$ cat src/rtl/cache_arb_pkg.sv
// Shared types and helpers for the L1-to-L2 line-port arbiter.
//   arb_state_t : arbiter FSM state (IDLE waits for requests, BUSY owns memory)
//   ADDR_W      : line address width
//   clog2_min1  : index width for a client count, never below 1 bit
package cache_arb_pkg;

  typedef enum logic {
    IDLE = 1'b0,
    BUSY = 1'b1
  } arb_state_t;

  localparam int unsigned ADDR_W = 32;

  function automatic int unsigned clog2_min1(input int unsigned n);
    return (n <= 2) ? 1 : $clog2(n);
  endfunction

endpackage

$ cat src/rtl/cache_arbiter_rr_picker.sv
// Combinational winner selection for the arbiter.
//   req_i        : per-client request vector
//   last_i       : index of the last client that completed a transaction
//   fixed_prio_i : 1 = highest requesting index wins, 0 = round-robin after last_i
//   winner_o     : chosen client index (0 when nothing requests)
//   any_o        : at least one client requests
module rr_picker #(
  parameter int unsigned N = 2,
  parameter int unsigned W = 1
) (
  input  logic [N-1:0] req_i,
  input  logic [W-1:0] last_i,
  input  logic         fixed_prio_i,
  output logic [W-1:0] winner_o,
  output logic         any_o
);

  logic [2*N-1:0] dbl;

  // Round-robin: duplicate the request vector and take the lowest set bit
  // strictly above last_i; the upper copy supplies the wrap-around.
  always_comb begin
    dbl      = {req_i, req_i};
    winner_o = '0;
    any_o    = |req_i;
    if (fixed_prio_i) begin
      for (int j = 0; j < int'(N); j++) begin
        if (req_i[j]) winner_o = W'(j);
      end
    end else begin
      for (int j = int'(2 * N) - 1; j >= 0; j--) begin
        if (dbl[j] && (j > int'(last_i))) begin
          winner_o = (j >= int'(N)) ? W'(j - int'(N)) : W'(j);
        end
      end
    end
  end

endmodule

$ cat src/rtl/cache_arbiter_rr.sv
// N-client arbiter between L1 caches and a single L2/memory line port.
// A grant is registered per transaction and held until mem_resp.
//   clk, rst                    : clock, synchronous active-high reset
//   cl_read/cl_write            : per-client line requests
//   cl_address/cl_wdata         : per-client address and write line
//   cl_resp                     : one-hot completion pulse to the granted client
//   cl_rdata                    : memory read line, broadcast to all clients
//   mem_read/mem_write          : forwarded request of the granted client
//   mem_address/mem_wdata       : forwarded address and write line
//   mem_resp/mem_rdata          : memory completion and read line
module cache_arbiter_rr
  import cache_arb_pkg::*;
#(
  parameter int unsigned N_CLIENTS  = 2,
  parameter int unsigned s_offset   = 5,
  parameter int unsigned s_index    = 3,
  parameter int unsigned s_mask     = 2 ** s_offset,
  parameter int unsigned s_line     = 8 * s_mask,
  parameter int unsigned FIXED_PRIO = 0
) (
  input  logic                                 clk,
  input  logic                                 rst,
  input  logic [N_CLIENTS-1:0]                 cl_read,
  input  logic [N_CLIENTS-1:0]                 cl_write,
  input  logic [N_CLIENTS-1:0][ADDR_W-1:0]     cl_address,
  input  logic [N_CLIENTS-1:0][s_line-1:0]     cl_wdata,
  output logic [N_CLIENTS-1:0]                 cl_resp,
  output logic [s_line-1:0]                    cl_rdata,
  output logic                                 mem_read,
  output logic                                 mem_write,
  output logic [ADDR_W-1:0]                    mem_address,
  output logic [s_line-1:0]                    mem_wdata,
  input  logic                                 mem_resp,
  input  logic [s_line-1:0]                    mem_rdata
);

  localparam int unsigned GW        = clog2_min1(N_CLIENTS);
  localparam logic        FIXED_SEL = (FIXED_PRIO != 0);

  // Offset and index bits must fit inside a line address.
  if (N_CLIENTS < 2 || (s_offset + s_index) > ADDR_W) begin : g_param_check
    $error("cache_arbiter_rr: bad N_CLIENTS or address split");
  end

  arb_state_t          state_q, state_d;
  logic [GW-1:0]       grant_q, grant_d;
  logic [GW-1:0]       last_q, last_d;
  logic [N_CLIENTS-1:0] req;
  logic [GW-1:0]       winner;
  logic                any_req;

  assign req      = cl_read | cl_write;
  assign cl_rdata = mem_rdata;

  rr_picker #(
    .N (N_CLIENTS),
    .W (GW)
  ) u_picker (
    .req_i        (req),
    .last_i       (last_q),
    .fixed_prio_i (FIXED_SEL),
    .winner_o     (winner),
    .any_o        (any_req)
  );

  // State, grant and round-robin pointer; last resets to N-1 so client 0 goes first.
  always_ff @(posedge clk) begin
    if (rst) begin
      state_q <= IDLE;
      grant_q <= '0;
      last_q  <= GW'(N_CLIENTS - 1);
    end else begin
      state_q <= state_d;
      grant_q <= grant_d;
      last_q  <= last_d;
    end
  end

  // Next state and memory-side forwarding of the granted client.
  always_comb begin
    state_d     = state_q;
    grant_d     = grant_q;
    last_d      = last_q;
    mem_read    = 1'b0;
    mem_write   = 1'b0;
    mem_address = '0;
    mem_wdata   = '0;
    cl_resp     = '0;
    case (state_q)
      IDLE: begin
        if (any_req) begin
          grant_d = winner;
          state_d = BUSY;
        end
      end
      BUSY: begin
        mem_read    = cl_read[grant_q];
        mem_write   = cl_write[grant_q];
        mem_address = cl_address[grant_q];
        mem_wdata   = cl_wdata[grant_q];
        if (mem_resp) begin
          cl_resp[grant_q] = 1'b1;
          last_d           = grant_q;
          state_d          = IDLE;
        end else if (!req[grant_q]) begin
          // Abort: leave last untouched so the client keeps its priority.
          state_d = IDLE;
        end
      end
      default: state_d = IDLE;
    endcase
  end

endmodule
$ cat config.mk
export PLATFORM = sky130hd
export DESIGN_NAME = cache_arbiter_rr
export DESIGN_NICKNAME = d
export VERILOG_FILES = /design/src/rtl/cache_arb_pkg.sv /design/src/rtl/cache_arbiter_rr_picker.sv /design/src/rtl/cache_arbiter_rr.sv
export SDC_FILE = /design/constraint.sdc
export NUM_CORES = 1
export LEC_CHECK = 0
export BUFFER_PORTS_ARGS = -buffer_cell sky130_fd_sc_hd__buf_2
export CORE_AREA = 2 2 547 549
export DETAILED_ROUTE_END_ITERATION = 8
export DIE_AREA = 0 0 549 551
export PLACE_DENSITY_LB_ADDON = 0.1
export SETUP_SLACK_MARGIN = 0.02
export SLEW_MARGIN = 25
export SYNTH_ARGS = -nofsm -noshare
export SYNTH_HDL_FRONTEND = slang
export SYNTH_SLANG_ARGS = --single-unit
$ cat constraint.sdc
create_clock -name clk -period 2.6 [get_ports clk]
set_clock_uncertainty 0.15 [all_clocks]
set_input_delay 0.26 -clock clk [delete_from_list [all_inputs] [get_ports clk]]
set_output_delay 0.26 -clock clk [all_outputs]
set_load 0.02 [all_outputs]
==> impl_metrics.tcl, run 1 <==
set metrics [dict create \
    status "complete, no violations" \
    final_common_cell "buf_2" \
    place_area_sq_mm 0.0158 \
    synth_top_area_share_pct 40.6 \
    min_period_ns 2.55 \
    final_cell_mix "buf_2 (798), nor2b_1 (289), mux2i_1 (265), buf_12 (88), buf_4 (24)" \
    grt_pass1_wl_mm 186 \
    fin_area_sq_mm 0.0162 \
    grt_max_degree 95 \
    ir_worst_vdd_v 0.000151 \
    crit_fanout 16 \
    grt_usage_pct 10.4 \
    yosys_warnings 0 \
    overflow 0 \
    rows 200 \
    slew_violations 0 \
    ioPinCount 1387 \
    clock_sinks 3 \
    layout-drive-gt1-share_pct 62.4 \
    wl_met3_mm 40.3 \
    synthCells 919 \
    dp_cells 5442 \
    worstSkewPairLatency_ns 0.23 \
    power_density_mw_per_mm2 240 \
    crit_top_cell "buf_16" \
    synth-compound-area-share_pct 0.630 \
    drc_errors 0 \
    layoutNonFillerInstCount 5476 \
    synth_fa_ha_area_share_pct 0 \
    ys_seq_elements 3 \
    place_congestion 0.782 \
    final.setup.tns_ns 0 \
    holdCritPathClass "in2reg" \
    synth_area_sq_mm 0.00715 \
    end_kind "output port" \
    leakage_nw 5.82 \
    die_w_microns 549 \
    cts_buffers 3 \
    synth.area.mux_share_pct 40.6 \
    clock-root-buffer "clkbuf_16" \
    fin_crit_sh_pct 98.0 \
    power.total_w 0.00388 \
    post_drt_wl_per_cell_microns 30.1 \
    area_growth_syn_to_layout_pct 126 \
    slew-limit-headroom_pct 50.6 \
    cts_tree "yes" \
    crit_type "reg2out" \
    htree_levels 1 \
    cp-start-kind "flop" \
    hold_viol 0 \
    synth.avg_cell_area_sq_um 7.78 \
    syn_nets 1758 \
    drv_cap 0 \
    wl_met2_mm 68.3 \
    rsz0062_at_grt "no" \
    hpwl_mm 157 \
    synth_area_leaders "mux2i_1 (41%), buf_4 (30%), nor2b_1 (25%), clkbuf_1 (1.5%), dfxtp_1 (0.84%)" \
    clk_pin_slew_ns 0.03 \
    first_pass_iters 6 \
    ys_types 16 \
    synth-xor-area-share_pct 0 \
    synth_top_family_by_area "multiplexers" \
    drt_iter0_markers 327 \
    yosys.area_share.simple_pct 25.9 \
    layout.nets 2354 \
    die_area_sq_mm 0.302 \
    yosysSeqAreaShare_pct 0.840 \
    grt_pass1_vias 9957 \
    antenna_found_initial 131 \
    setup_viol 0 \
    core_sq_mm 0.296 \
    utilization_pct 5.46 \
    critPathMaxStageDelay_ns 0.63 \
    routed_wl_mm 165 \
    tightest_slew_ns 0.726 \
    yosysTopAreaCell "mux2i_1" \
    crit_chain "buf_16 -> buf_16 -> mux2i_2 -> nor2b_1 -> buf_2" \
    numPortBuffers 874 \
    wirelength_met1_mm 51.4 \
    die_h_microns 551 \
    crit_path_top_delay_cell "mux2i_2" \
    worst-endpoint-required_ns 2.19 \
    path_buf_inv 3 \
    vias 9591 \
    start_util_pct 2.41 \
    arrival_ns 2.14 \
    highest_layer "met5" \
    crit_family "buffers and inverters" \
    clock.fmax_mhz 392 \
    vias_per_cell 1.75 \
    cts_max_path_buffers 2 \
    final_antenna_net_count 0 \
]
## final cells by class
| type | instances | area, sq um |
|---|---|---|
| fill | 35400 | 280000 |
| timing repair buffer | 913 | 6020 |
| multi-input combinational | 594 | 5030 |
| tap | 3939 | 4930 |
| clock buffer | 4 | 78.8 |
| sequential | 3 | 67.6 |
| antenna | 23 | 57.6 |
## cell families after synthesis
kind of cell | Yosys count
buffers and inverters | 322
AND/OR/NAND/NOR | 297
AO/OA/AOI/OAI | 7
multiplexers | 290
flip-flops | 3
## report_power, final
| group | switching (W) | total, W | internal, W | leakage (nW) |
|---|---|---|---|---|
| logic | 0.00221 | 0.00357 | 0.00137 | 5.76 |
| registers | 0.00000726 | 0.0000573 | 0.0000500 | 0.0261 |
| clock network | 0.0000451 | 0.000248 | 0.000203 | 0.0383 |
| total | 0.00226 | 0.00388 | 0.00162 | 5.82 |
## stage by stage
stage	hold slack, ns	setup slack, ns
3_3_place_gp	0.314	-0.519
3_5_place_dp	0.316	-0.324
5_1_grt	0.105	0.0244
2_1_floorplan	0.179	1.00
6_report	0.0928	0.0514
4_1_cts	0.0918	0.0114
## worst paths after layout
kind              cells past startpoint  slack [ns]            startpoint              endpoint
setup / recovery                      5        0.05  grant_q$_SDFFE_PP0P_        mem_wdata[148]
hold reg to reg                       1        0.33   last_q$_SDFFE_PP1P_   last_q$_SDFFE_PP1P_
setup reg to reg                      5        1.09  grant_q$_SDFFE_PP0P_    state_q$_SDFF_PP0_
hold / removal                        2        0.09                   rst  grant_q$_SDFFE_PP0P_
## what timing repair did
item                       CTS  global route
hold endpoints to repair     0             0
setup buffers                6             0
cloned                       1             0
setup endpoints to repair   24             3
pin swaps                    0             0
resized for setup           30             3
hold buffers                 0             0
## synthesized netlist by cell type
cell      instances
a21oi_1           2
nor2_1            3
a21o_1            1
a211o_1           2
mux2i_1         290
o21ai_0           2
nand2_1           1
buf_2             8
and3_1            1
clkbuf_1         29
or3b_2            1
buf_4           283
dfxtp_1           3
nor2b_1         290
nor3_1            1
buf_6             2
## state kept, by name (all words and copies together) (netlist names)
register  cells
state_q       1
grant_q       1
last_q        1
## per-layer routing
| layer | track usage, % | vias up |
|---|---|---|
| met1 | 9.35 | 4123 |
| li1 | - | 3981 |
| met2 | 15.5 | 1058 |
| met4 | 2.16 | 70 |
| met3 | 11.7 | 359 |
| met5 | 0 | - |
Note: power is estimated with default switching activity, not from simulation.
==> run 2: changes to the inputs <==
Settings changed: PLACE_DENSITY set to 0.3, PLACE_DENSITY_LB_ADDON 0.1 to unset.
==> run 2 against run 1 <==
Net effect: core utilization down 0.13 points; register-to-register slack better by 0.13 ns; combinational power down 10%; via count up 5.7%; first-iteration DRC count up 68%; final area down 2.3%; die area unchanged; critical endpoint is now mem_wdata[50]; setup slack worse by 0.018 ns; worst hold slack better by 0.0014 ns; sequential power up 20%; fmax down 0.70%; non-clock buffer count down 13.
==> impl_metrics.tcl, run 2 (synthesized netlist as in run 1, its figures left out) <==
set metrics [dict create \
    status "complete, no violations" \
    place_congestion 0.864 \
    end_kind "output port" \
    routed_wl_mm 184 \
    antenna_found_initial 235 \
    comb_power_share_pct 91.2 \
    final_antenna_net_count 0 \
    tightest_slew_ns 0.668 \
    grt_usage_pct 11.6 \
    start_util_pct 2.41 \
    fin_crit_sh_pct 98.7 \
    dp_slack_ns -0.143 \
    final_common_cell "buf_2" \
    layout.nets 2341 \
    grt_pass1_vias 9469 \
    slew_violations 0 \
    overflow 0 \
    post_drt_wl_per_cell_microns 33.6 \
    hpwl_mm 178 \
    worstSkewPairLatency_ns 0.22 \
    slew-limit-headroom_pct 54.2 \
    numPortBuffers 874 \
    use_met2_pct 17.7 \
    holdCritPathClass "in2reg" \
    die_area_sq_mm 0.302 \
    layout-drive-gt1-share_pct 62.4 \
    vias_per_cell 1.85 \
    r2r_slack_ns 1.22 \
    ir_worst_vdd_v 0.000165 \
    utilization_pct 5.34 \
    clock.fmax_mhz 390 \
    arrival_ns 2.16 \
    switching_share_pct 56.5 \
    path_buf_inv 3 \
    min_period_ns 2.57 \
    gr-usage-met3_pct 13.3 \
    top_regs "grant_q (1), last_q (1), state_q (1)" \
    drt_iter0_markers 548 \
    crit_family "buffers and inverters" \
    drc_errors 0 \
    first_pass_iters 6 \
    htree_levels 1 \
    worst-endpoint-required_ns 2.19 \
    die_w_microns 549 \
    seq_power_share_pct 2.0 \
    ioPinCount 1387 \
    rows 200 \
    hold_viol 0 \
    grt_pass1_wl_mm 203 \
    dp_cells 5435 \
    die_h_microns 551 \
    setup_viol 0 \
    area_growth_syn_to_layout_pct 121 \
    clock_sinks 3 \
    core_sq_mm 0.296 \
    hold_buffers 0 \
    rsz0062_at_grt "yes" \
    power_frac_clock_pct 6.8 \
    clock-root-buffer "clkbuf_16" \
    leakage_nw 5.69 \
    cts_max_path_buffers 2 \
    crit_fanout 25 \
    critPathMaxStageDelay_ns 0.61 \
    power_density_mw_per_mm2 222 \
    p_switching_w 0.00198 \
    cts_tree "yes" \
    fill_cells 35300 \
    whs_ns 0.0941 \
    crit_path_top_delay_cell "mux2i_2" \
    crit_top_cell "buf_12" \
    clk_pin_slew_ns 0.03 \
    crit_type "reg2out" \
    cp-start-kind "flop" \
    cellInternalPower_w 0.00153 \
    cts_buffers 3 \
    worst_slack_ns 0.0333 \
    crit_chain "buf_12 -> buf_16 -> mux2i_2 -> nor2b_1 -> buf_12" \
    top_usage_layer "met2" \
    drv_cap 0 \
    vias 10100 \
    grt_util_met1_pct 9.90 \
    layoutNonFillerInstCount 5473 \
    grt_max_degree 90 \
    final_cell_mix "buf_2 (821), nor2b_1 (290), mux2i_1 (259), buf_12 (68), mux2i_2 (16)" \
]
## run 2: worst paths after layout
kind                                            from              endpoint  cells after the start
worst min-delay path                             rst    state_q$_SDFF_PP0_                      2
worst max-delay path            grant_q$_SDFFE_PP0P_         mem_wdata[50]                      5
worst max register to register    state_q$_SDFF_PP0_  grant_q$_SDFFE_PP0P_                      2
worst min register to register   last_q$_SDFFE_PP1P_   last_q$_SDFFE_PP1P_                      1
## run 2: layer usage
layer | vias up | wire length [microns]
li1 | 3967 | -
met1 | 4206 | 52900
met2 | 1358 | 77600
met3 | 496 | 47100
met4 | 108 | 5840
met5 | - | 726
## run 2: what timing repair did
| action | in CTS | in global routing |
|---|---|---|
| gates resized for setup | 28 | 0 |
| hold endpoints to repair | 0 | 0 |
| pin swaps | 0 | 0 |
| endpoints found under the setup margin | 27 | 4 |
| setup buffers | 0 | 0 |
| gates cloned | 1 | 0 |
## run 2: metrics by stage
step	TNS (ns)	total power, W	cell area (sq um)
after floorplan	0	0.00190	7150
after global placement	-5.65	0.00330	15300
after detailed placement	-0.497	0.00335	15400
after CTS	-0.219	0.00367	15700
after global routing	-0.150	0.00377	15800
final	0	0.00351	15800
## run 2: power by group through the flow
stage                     clock network, W  registers [W]  logic (W)
final                             0.000240      0.0000690    0.00320
after CTS                         0.000246      0.0000716    0.00335
after global routing              0.000253      0.0000724    0.00344
after detailed placement                 0      0.0000722    0.00328
after global placement                   0      0.0000718    0.00323
after floorplan                          0      0.0000514    0.00185
## run 2: worst reg2reg max path, stage by stage (launching register included)
cell	delay, ns
dfxtp_4	0.47
or3b_2	0.51
a21oi_1	0.16
## run 2: area by class of cell
| cell class | count | area, sq um | share of cell area, % |
|---|---|---|---|
| multi-input cells | 594 | 5040 | 31.9 |
| clock buffers | 4 | 78.8 | 0.498 |
| well taps | 3939 | 4930 | 31.2 |
| repair buffers | 900 | 5610 | 35.5 |
| flip-flops and latches | 3 | 67.6 | 0.427 |
| diodes | 33 | 82.6 | 0.522 |
